==> src/rtl/proc_status_reg_pkg.sv <==
// Shared definitions for the 6502 processor status register:
// flag bit positions, explicit flag-op codes and the reset value.
package proc_status_reg_pkg;

  localparam int FLAG_C = 0;
  localparam int FLAG_Z = 1;
  localparam int FLAG_I = 2;
  localparam int FLAG_D = 3;
  localparam int FLAG_B = 4;
  localparam int FLAG_U = 5;
  localparam int FLAG_V = 6;
  localparam int FLAG_N = 7;

  localparam logic [7:0] RESET_P_DEFAULT = 8'h24;

  typedef enum logic [2:0] {
    FOP_NOP = 3'd0,
    FOP_CLC = 3'd1,
    FOP_SEC = 3'd2,
    FOP_CLI = 3'd3,
    FOP_SEI = 3'd4,
    FOP_CLV = 3'd5,
    FOP_CLD = 3'd6,
    FOP_SED = 3'd7
  } flag_op_e;

  // Returns {N, Z} for an 8-bit value.
  function automatic logic [1:0] nz_of(input logic [7:0] value);
    return {value[7], (value == 8'h00)};
  endfunction

endpackage

==> src/rtl/proc_status_reg.sv <==
// 6502 status register P (N V - B D I Z C). Six real flag flops; bit5 and
// bit4 are constants, B only exists in the pushed byte.
module proc_status_reg
  import proc_status_reg_pkg::*;
#(
  parameter logic [7:0] RESET_P = RESET_P_DEFAULT
) (
  input  logic       clk,
  input  logic       resetn,
  input  logic [7:0] alu_Y,
  input  logic       alu_carry_out,
  input  logic       alu_overflow,
  input  logic [7:0] data_in,
  input  logic       nz_src,
  input  logic       upd_nz,
  input  logic       upd_c,
  input  logic       upd_v,
  input  logic       bit_test,
  input  logic [2:0] flag_op,
  input  logic       pull_en,
  input  logic       int_entry,
  input  logic       push_brk,
  output logic [7:0] status,
  output logic [7:0] status_push,
  output logic       flag_c,
  output logic       flag_d
);

  logic n_reg, v_reg, d_reg, i_reg, z_reg, c_reg;
  logic n_next, v_next, d_next, i_next, z_next, c_next;

  flag_op_e   fop;
  logic [1:0] nz_src_val;
  logic       bit_z;
  logic       unused_bits;

  assign fop        = flag_op_e'(flag_op);
  assign nz_src_val = nz_of(nz_src ? data_in : alu_Y);
  assign bit_z      = (alu_Y == 8'h00);
  // Pulled B and bit5 are discarded: those positions are not storage.
  assign unused_bits = &{1'b0, data_in[FLAG_U], data_in[FLAG_B]};

  always_comb begin
    c_next = c_reg;
    if (pull_en)              c_next = data_in[FLAG_C];
    else if (fop == FOP_CLC)  c_next = 1'b0;
    else if (fop == FOP_SEC)  c_next = 1'b1;
    else if (upd_c)           c_next = alu_carry_out;
  end

  always_comb begin
    z_next = z_reg;
    if (pull_en)       z_next = data_in[FLAG_Z];
    else if (bit_test) z_next = bit_z;
    else if (upd_nz)   z_next = nz_src_val[0];
  end

  // Interrupt entry outranks even a pull for I.
  always_comb begin
    i_next = i_reg;
    if (int_entry)            i_next = 1'b1;
    else if (pull_en)         i_next = data_in[FLAG_I];
    else if (fop == FOP_CLI)  i_next = 1'b0;
    else if (fop == FOP_SEI)  i_next = 1'b1;
  end

  always_comb begin
    d_next = d_reg;
    if (pull_en)              d_next = data_in[FLAG_D];
    else if (fop == FOP_CLD)  d_next = 1'b0;
    else if (fop == FOP_SED)  d_next = 1'b1;
  end

  always_comb begin
    v_next = v_reg;
    if (pull_en)              v_next = data_in[FLAG_V];
    else if (fop == FOP_CLV)  v_next = 1'b0;
    else if (bit_test)        v_next = data_in[FLAG_V];
    else if (upd_v)           v_next = alu_overflow;
  end

  always_comb begin
    n_next = n_reg;
    if (pull_en)       n_next = data_in[FLAG_N];
    else if (bit_test) n_next = data_in[FLAG_N];
    else if (upd_nz)   n_next = nz_src_val[1];
  end

  always_ff @(posedge clk or negedge resetn) begin
    if (!resetn) begin
      n_reg <= RESET_P[FLAG_N];
      v_reg <= RESET_P[FLAG_V];
      d_reg <= RESET_P[FLAG_D];
      i_reg <= RESET_P[FLAG_I];
      z_reg <= RESET_P[FLAG_Z];
      c_reg <= RESET_P[FLAG_C];
    end else begin
      n_reg <= n_next;
      v_reg <= v_next;
      d_reg <= d_next;
      i_reg <= i_next;
      z_reg <= z_next;
      c_reg <= c_next;
    end
  end

  assign status      = {n_reg, v_reg, 1'b1, 1'b0, d_reg, i_reg, z_reg, c_reg};
  assign status_push = {n_reg, v_reg, 1'b1, push_brk, d_reg, i_reg, z_reg, c_reg};
  assign flag_c      = c_reg;
  assign flag_d      = d_reg;

endmodule

==> config.mk <==
export PLATFORM = sky130hd
export DESIGN_NAME = proc_status_reg
export DESIGN_NICKNAME = d
export VERILOG_FILES = /design/src/rtl/proc_status_reg_pkg.sv /design/src/rtl/proc_status_reg.sv
export SDC_FILE = /design/constraint.sdc
export NUM_CORES = 1
export LEC_CHECK = 0
export ABC_CLOCK_PERIOD_IN_PS = 1400
export CORE_ASPECT_RATIO = 0.9
export CORE_UTILIZATION = 25
export DETAILED_ROUTE_END_ITERATION = 7
export PLACE_DENSITY = 0.74
export SYNTH_ARGS = -nofsm -noshare
export SYNTH_HDL_FRONTEND = slang
export SYNTH_SLANG_ARGS = --single-unit
==> constraint.sdc <==
create_clock -name clk -period 1.4 [get_ports clk]
set_input_delay 0.28 -clock clk [delete_from_list [all_inputs] [get_ports clk]]
set_output_delay 0.28 -clock clk [all_outputs]
set_load 0.005 [all_outputs]
==> results of run 1 <==
## cell type report
type                    instances  area (um^2)  share of cell area [%]
well taps                      25         31.3                    3.18
flip-flops and latches          6          151                    15.4
clock buffers                   4         26.3                    2.68
multi-input cells              40          245                    25.0
repair buffers                 55          520                    53.0
inverters                       2         7.51                   0.764
## worst reg2reg max path, stage by stage (launching register included)
cell     delay (ps)
dfrtp_1         390
buf_4           130
mux2i_1         200
o21ai_0         130
o21ai_0          80
o21ai_0          80
## metal layers
layer	vias to the layer above	wire (um)	global-route usage (%)
li1	294	-	-
met1	283	648	15.7
met2	38	687	22.4
met3	4	125	3.37
met4	0	35	9.71
met5	-	0	0
## kinds of logic (layout without fill, tap and decap cells)
logic type             after synthesis  after routing  synth area share, %
AOI/OAI and AO/OA                   16             16                 20.2
DFF                                  6              6                 29.2
other                                2              3                 1.45
buffers and inverters               19             61                 25.3
muxes                                3              3                 6.02
and+or+nand+nor                     18             18                 17.8
## cell usage after synthesis, types with 2 or more instances
| master | count | area, um^2 |
|---|---|---|
| dfrtp_1 | 5 | 125 |
| mux2i_1 | 2 | 20.0 |
| nor2_1 | 3 | 11.3 |
| buf_4 | 16 | 120 |
| a21oi_1 | 3 | 15.0 |
| conb_1 | 2 | 7.51 |
| nand2_1 | 5 | 18.8 |
| o21ai_0 | 6 | 30.0 |
| nor4_1 | 4 | 25.0 |
## power breakdown
group / switching [uW] / leakage (uW) / internal [uW]
sequential: 10.7 / 0.0000711 / 191
combinational: 80.0 / 0.000393 / 164
clock: 70.8 / 0.0000150 / 108
## worst max-delay path by stage
stage	from	cells after the start	slack, ps	endpoint
4_1_cts	v_reg$_DFFE_PN0P_	1	0.8	status[6]
2_1_floorplan	flag_op[1]	3	260	v_reg$_DFFE_PN0P_
3_3_place_gp	flag_op[0]	5	-280	v_reg$_DFFE_PN0P_
6_report	flag_op[2]	5	30	v_reg$_DFFE_PN0P_
3_5_place_dp	flag_op[0]	5	-300	v_reg$_DFFE_PN0P_
5_1_grt	flag_op[2]	5	3	v_reg$_DFFE_PN0P_
## stage by stage
| step | setup WS (ps) | total power (uW) | TNS [ps] |
|---|---|---|---|
| final | 27.4 | 625 | 0 |
| after global routing | 2.53 | 658 | 0 |
| after CTS | 0.828 | 632 | 0 |
| after detailed placement | -300 | 451 | -534 |
| after global placement | -283 | 446 | -501 |
| after floorplan | 265 | 309 | 0 |
## repair_timing
| action | in CTS | in global routing |
|---|---|---|
| gates resized for setup | 10 | 6 |
| pin swaps | 0 | 0 |
| setup endpoints to repair | 13 | 6 |
| buffers inserted | 4 | 0 |
==> results.cfg, run 1 <==
[clock_network]
cts.sinks = 6
cts_root_buf = clkbuf_4
cts.clk_slew.worst_paths_ps = 60
ctsHoldBuffers = 0
cts_max_level = 1
insertion_delay_ps = 240
cts_tree = built
clockBufferDepth = 2
cts-buffers-inserted = 3

[critical_path]
crit_arrival_ps = 1510
slowest_delay_ps = 470
reg2reg_to = flag_c$_DFFE_PN0P_
critPathKind = in2reg
cp_slowest_cell = clkdlybuf4s50_1
reg2reg_from = flag_c$_DFFE_PN0P_
crit_chain = clkdlybuf4s50_1, inv_1, or3_4, a21o_1, a32o_1
crit_family = buffers and inverters
r2r_setup_slack_ps = 260
reg2reg_depth = 5
cp-start-kind = primary input
end_kind = flop
cp_max_fo = 2
required_ps = 1540
cp_num_buf_inv = 2

[route]
post-route-drc-count = 0
drt_wl_total_mm = 1.50
detail-route-antenna-nets = 0
num_vias = 619
dr.pass1.iters = 4
avgRoutedWirePerCell_um = 11.3
first_iter_violations = 13
vias_per_cell = 4.69

[logic_synthesis]
ys_seq_elements = 6
ys_seq_area_share_pct = 29.2
synth_warnings = 0
syn_inst = 64
syn_area_um2 = 519
syn_area_per_cell_um2 = 8.11
ys.flop_type = dfrtp_1
async_reset_ff_share_pct = 100
synthDistinctLibCells = 27
synth_edf_count = 0

[timing]
finalSetupViolCount = 0
finalCriticalPeriod_ps = 1370
rsz0062_at_grt = no
period_share_pct = 98.0
final.setup_skew_ps = 0
report.final.hold_viol_count = 0
max_freq_mhz = 729
hold_ws_ps = 266
slew_viol_final = 0

[grt]
grt_overflow = 0
grt_pass1_wl_mm = 2.28
grt_max_degree = 11
antenna_found_initial = 0
grt_use_total_pct = 13.6
grt_pass1_vias = 561

[floorplan]
fp.dieH_um = 45.2
ios = 49
coreArea_um2 = 1930
die-area_um2 = 2260
num_rows = 15
die_w_um = 50.0
initial_core_util_pct = 26.9

[finish]
fillerInstances = 181
design_area_um2 = 982
fin_util_pct = 50.8
fin_nets = 139
fin_cells = 132
area_delta_synth_final_pct = 89.2
final_cell_mix = clkdlybuf4s50_1, buf_4, dlygate4sd2_1
diodes = 0
final_common_cell = clkdlybuf4s50_1
drive_gt1_share_pct = 18.7

[place]
dp.cells = 124
dpl_cell_area_um2 = 921
place_congestion = 0.756
portBuffers = 43
hpwl_mm = 1.16

[hold_path]
hold_path.class = in2async

[outcome]
status = complete, no violations

[job]
drv_cap = 0

[power]
power_leakage_uw = 0.000479
irDropWorstVdd_uv = 230
powerDensity_nw_per_um2 = 636
Power figures use the tool's default switching activity.
==> run 2: changes to the inputs <==
Settings changed: RECOVER_POWER set to 50, TNS_END_PERCENT set to 20.
==> results.cfg, run 2 (synthesis gave the netlist of run 1 again) <==
[outcome]
status = complete, no violations

[floorplan]
num_rows = 15
ios = 49
die-area_um2 = 2260
initial_core_util_pct = 26.9
fp.dieH_um = 45.2
coreArea_um2 = 1930
die_w_um = 50.0

[timing]
max_freq_mhz = 730
rsz0062_at_grt = no
finalCriticalPeriod_ps = 1370
period_share_pct = 97.9
final.setup_skew_ps = 0
slew_viol_final = 0
finalSetupViolCount = 0
report.final.hold_viol_count = 0
setup_total_negative_slack_ps = 0

[finish]
final_common_cell = clkdlybuf4s50_1
drive_gt1_share_pct = 14.6
final_cell_mix = clkdlybuf4s50_1, dlygate4sd2_1, buf_4
fin_cells = 128
area_delta_synth_final_pct = 79.5
fin_nets = 135
diodes = 0
fillerInstances = 186

[critical_path]
crit_arrival_ps = 1510
required_ps = 1540
r2r_setup_slack_ps = 380
cp_max_fo = 2
cp-start-kind = primary input
cp_slowest_cell = clkdlybuf4s50_1
slowest_delay_ps = 470
end_kind = flop
critPathKind = in2reg
crit_chain = clkdlybuf4s50_1, inv_1, or3_4, a21o_1, a32o_1
reg2reg_from = flag_c$_DFFE_PN0P_
crit_start = flag_op[2]

[power]
power_leakage_uw = 0.000409
powerDensity_nw_per_um2 = 646
irDropWorstVdd_uv = 229
p_total_uw = 603

[place]
dp.cells = 124
place_congestion = 0.756
portBuffers = 43
hpwl_mm = 1.16

[route]
avgRoutedWirePerCell_um = 10.9
post-route-drc-count = 0
vias_per_cell = 4.69
dr.pass1.iters = 4
first_iter_violations = 10
detail-route-antenna-nets = 0
num_vias = 600
drt_wl_total_mm = 1.40

[clock_network]
cts.clk_slew.worst_paths_ps = 50
cts_tree = built
post_cts_buffers = 0
cts-buffers-inserted = 3
clockBufferDepth = 2
cts_max_level = 1
cts_root_buf = clkbuf_4
insertion_delay_ps = 240
cts.sinks = 6

[grt]
grt_use_total_pct = 13.0
grt_overflow = 0
grt_max_degree = 11
antenna_found_initial = 0
grt_pass1_wl_mm = 2.19
grt_pass1_vias = 528

[hold_path]
hold_path.class = in2async

[job]
drv_cap = 0
[run 2: cell types whose count changed in the layout (fill, tap and decap cells not counted)]
cell and change:
buf_4 -5, dlymetal6s2s_1 -5, clkdlybuf4s50_1 -1, dlygate4sd3_1 +1, clkbuf_1 +1, clkdlybuf4s25_1 +2, dlygate4sd2_1 +3
[run 2: final timing paths]
kind | end | cells after the start
worst max-delay path | v_reg$_DFFE_PN0P_ | 5
worst min-delay path | n_reg$_DFFE_PN0P_ | 1
worst max register to register | flag_c$_DFFE_PN0P_ | 4
worst min register to register | z_reg$_DFFE_PN0P_ | 3
max in group asynchronous | i_reg$_DFFE_PN1P_ | 1
min in group clk | status_push[4] | 0
[run 2: repair_timing]
item | 4_1_cts | 5_1_grt
endpoints found under the setup margin | 13 | 3
endpoints found under the hold margin | 0 | 0
gates resized for setup | 13 | 3
hold buffers | 0 | 0
[run 2: layout make-up]
cell class / instances / area (um^2) / share of cell area, %
Clock buffer: 4 / 26.3 / 2.82
Multi-Input combinational cell: 40 / 245 / 26.3
Inverter: 2 / 7.51 / 0.805
Tap cell: 25 / 31.3 / 3.36
Timing Repair Buffer: 51 / 470 / 50.5
Sequential cell: 6 / 151 / 16.2
[run 2: where the power goes]
part	internal (uW)	total, uW	switching (uW)	leakage (uW)
combinational	146	220	73.9	0.000323
sequential	191	203	12.3	0.0000711
clock	108	179	71.0	0.0000150
[run 2: routing by layer]
layer,vias to the layer above,GRT usage (%),wire length [um]
li1,287,-,-
met1,262,15.1,625
met2,42,21.9,609
met3,9,3.03,109
met4,0,8.57,56
met5,-,0,0
[run 2: critical path: cells and delay by family]
family          cells  cell delay, ps
compound gates      2             370
buf+inv             2             520
simple gates        1             330
[run 2: per-stage QoR]
step / cell area [um^2] / hold WS [ps] / utilization [%] / setup WS [ps]
final: 932 / 337 / 48.2 / 29.6
after global routing: 932 / 348 / 48.2 / 7.90
after CTS: 931 / 269 / 48.2 / 0.828
after detailed placement: 921 / 543 / 47.6 / -300
after global placement: 921 / 543 / 47.6 / -283
after floorplan: 523 / -15.6 / - / 265
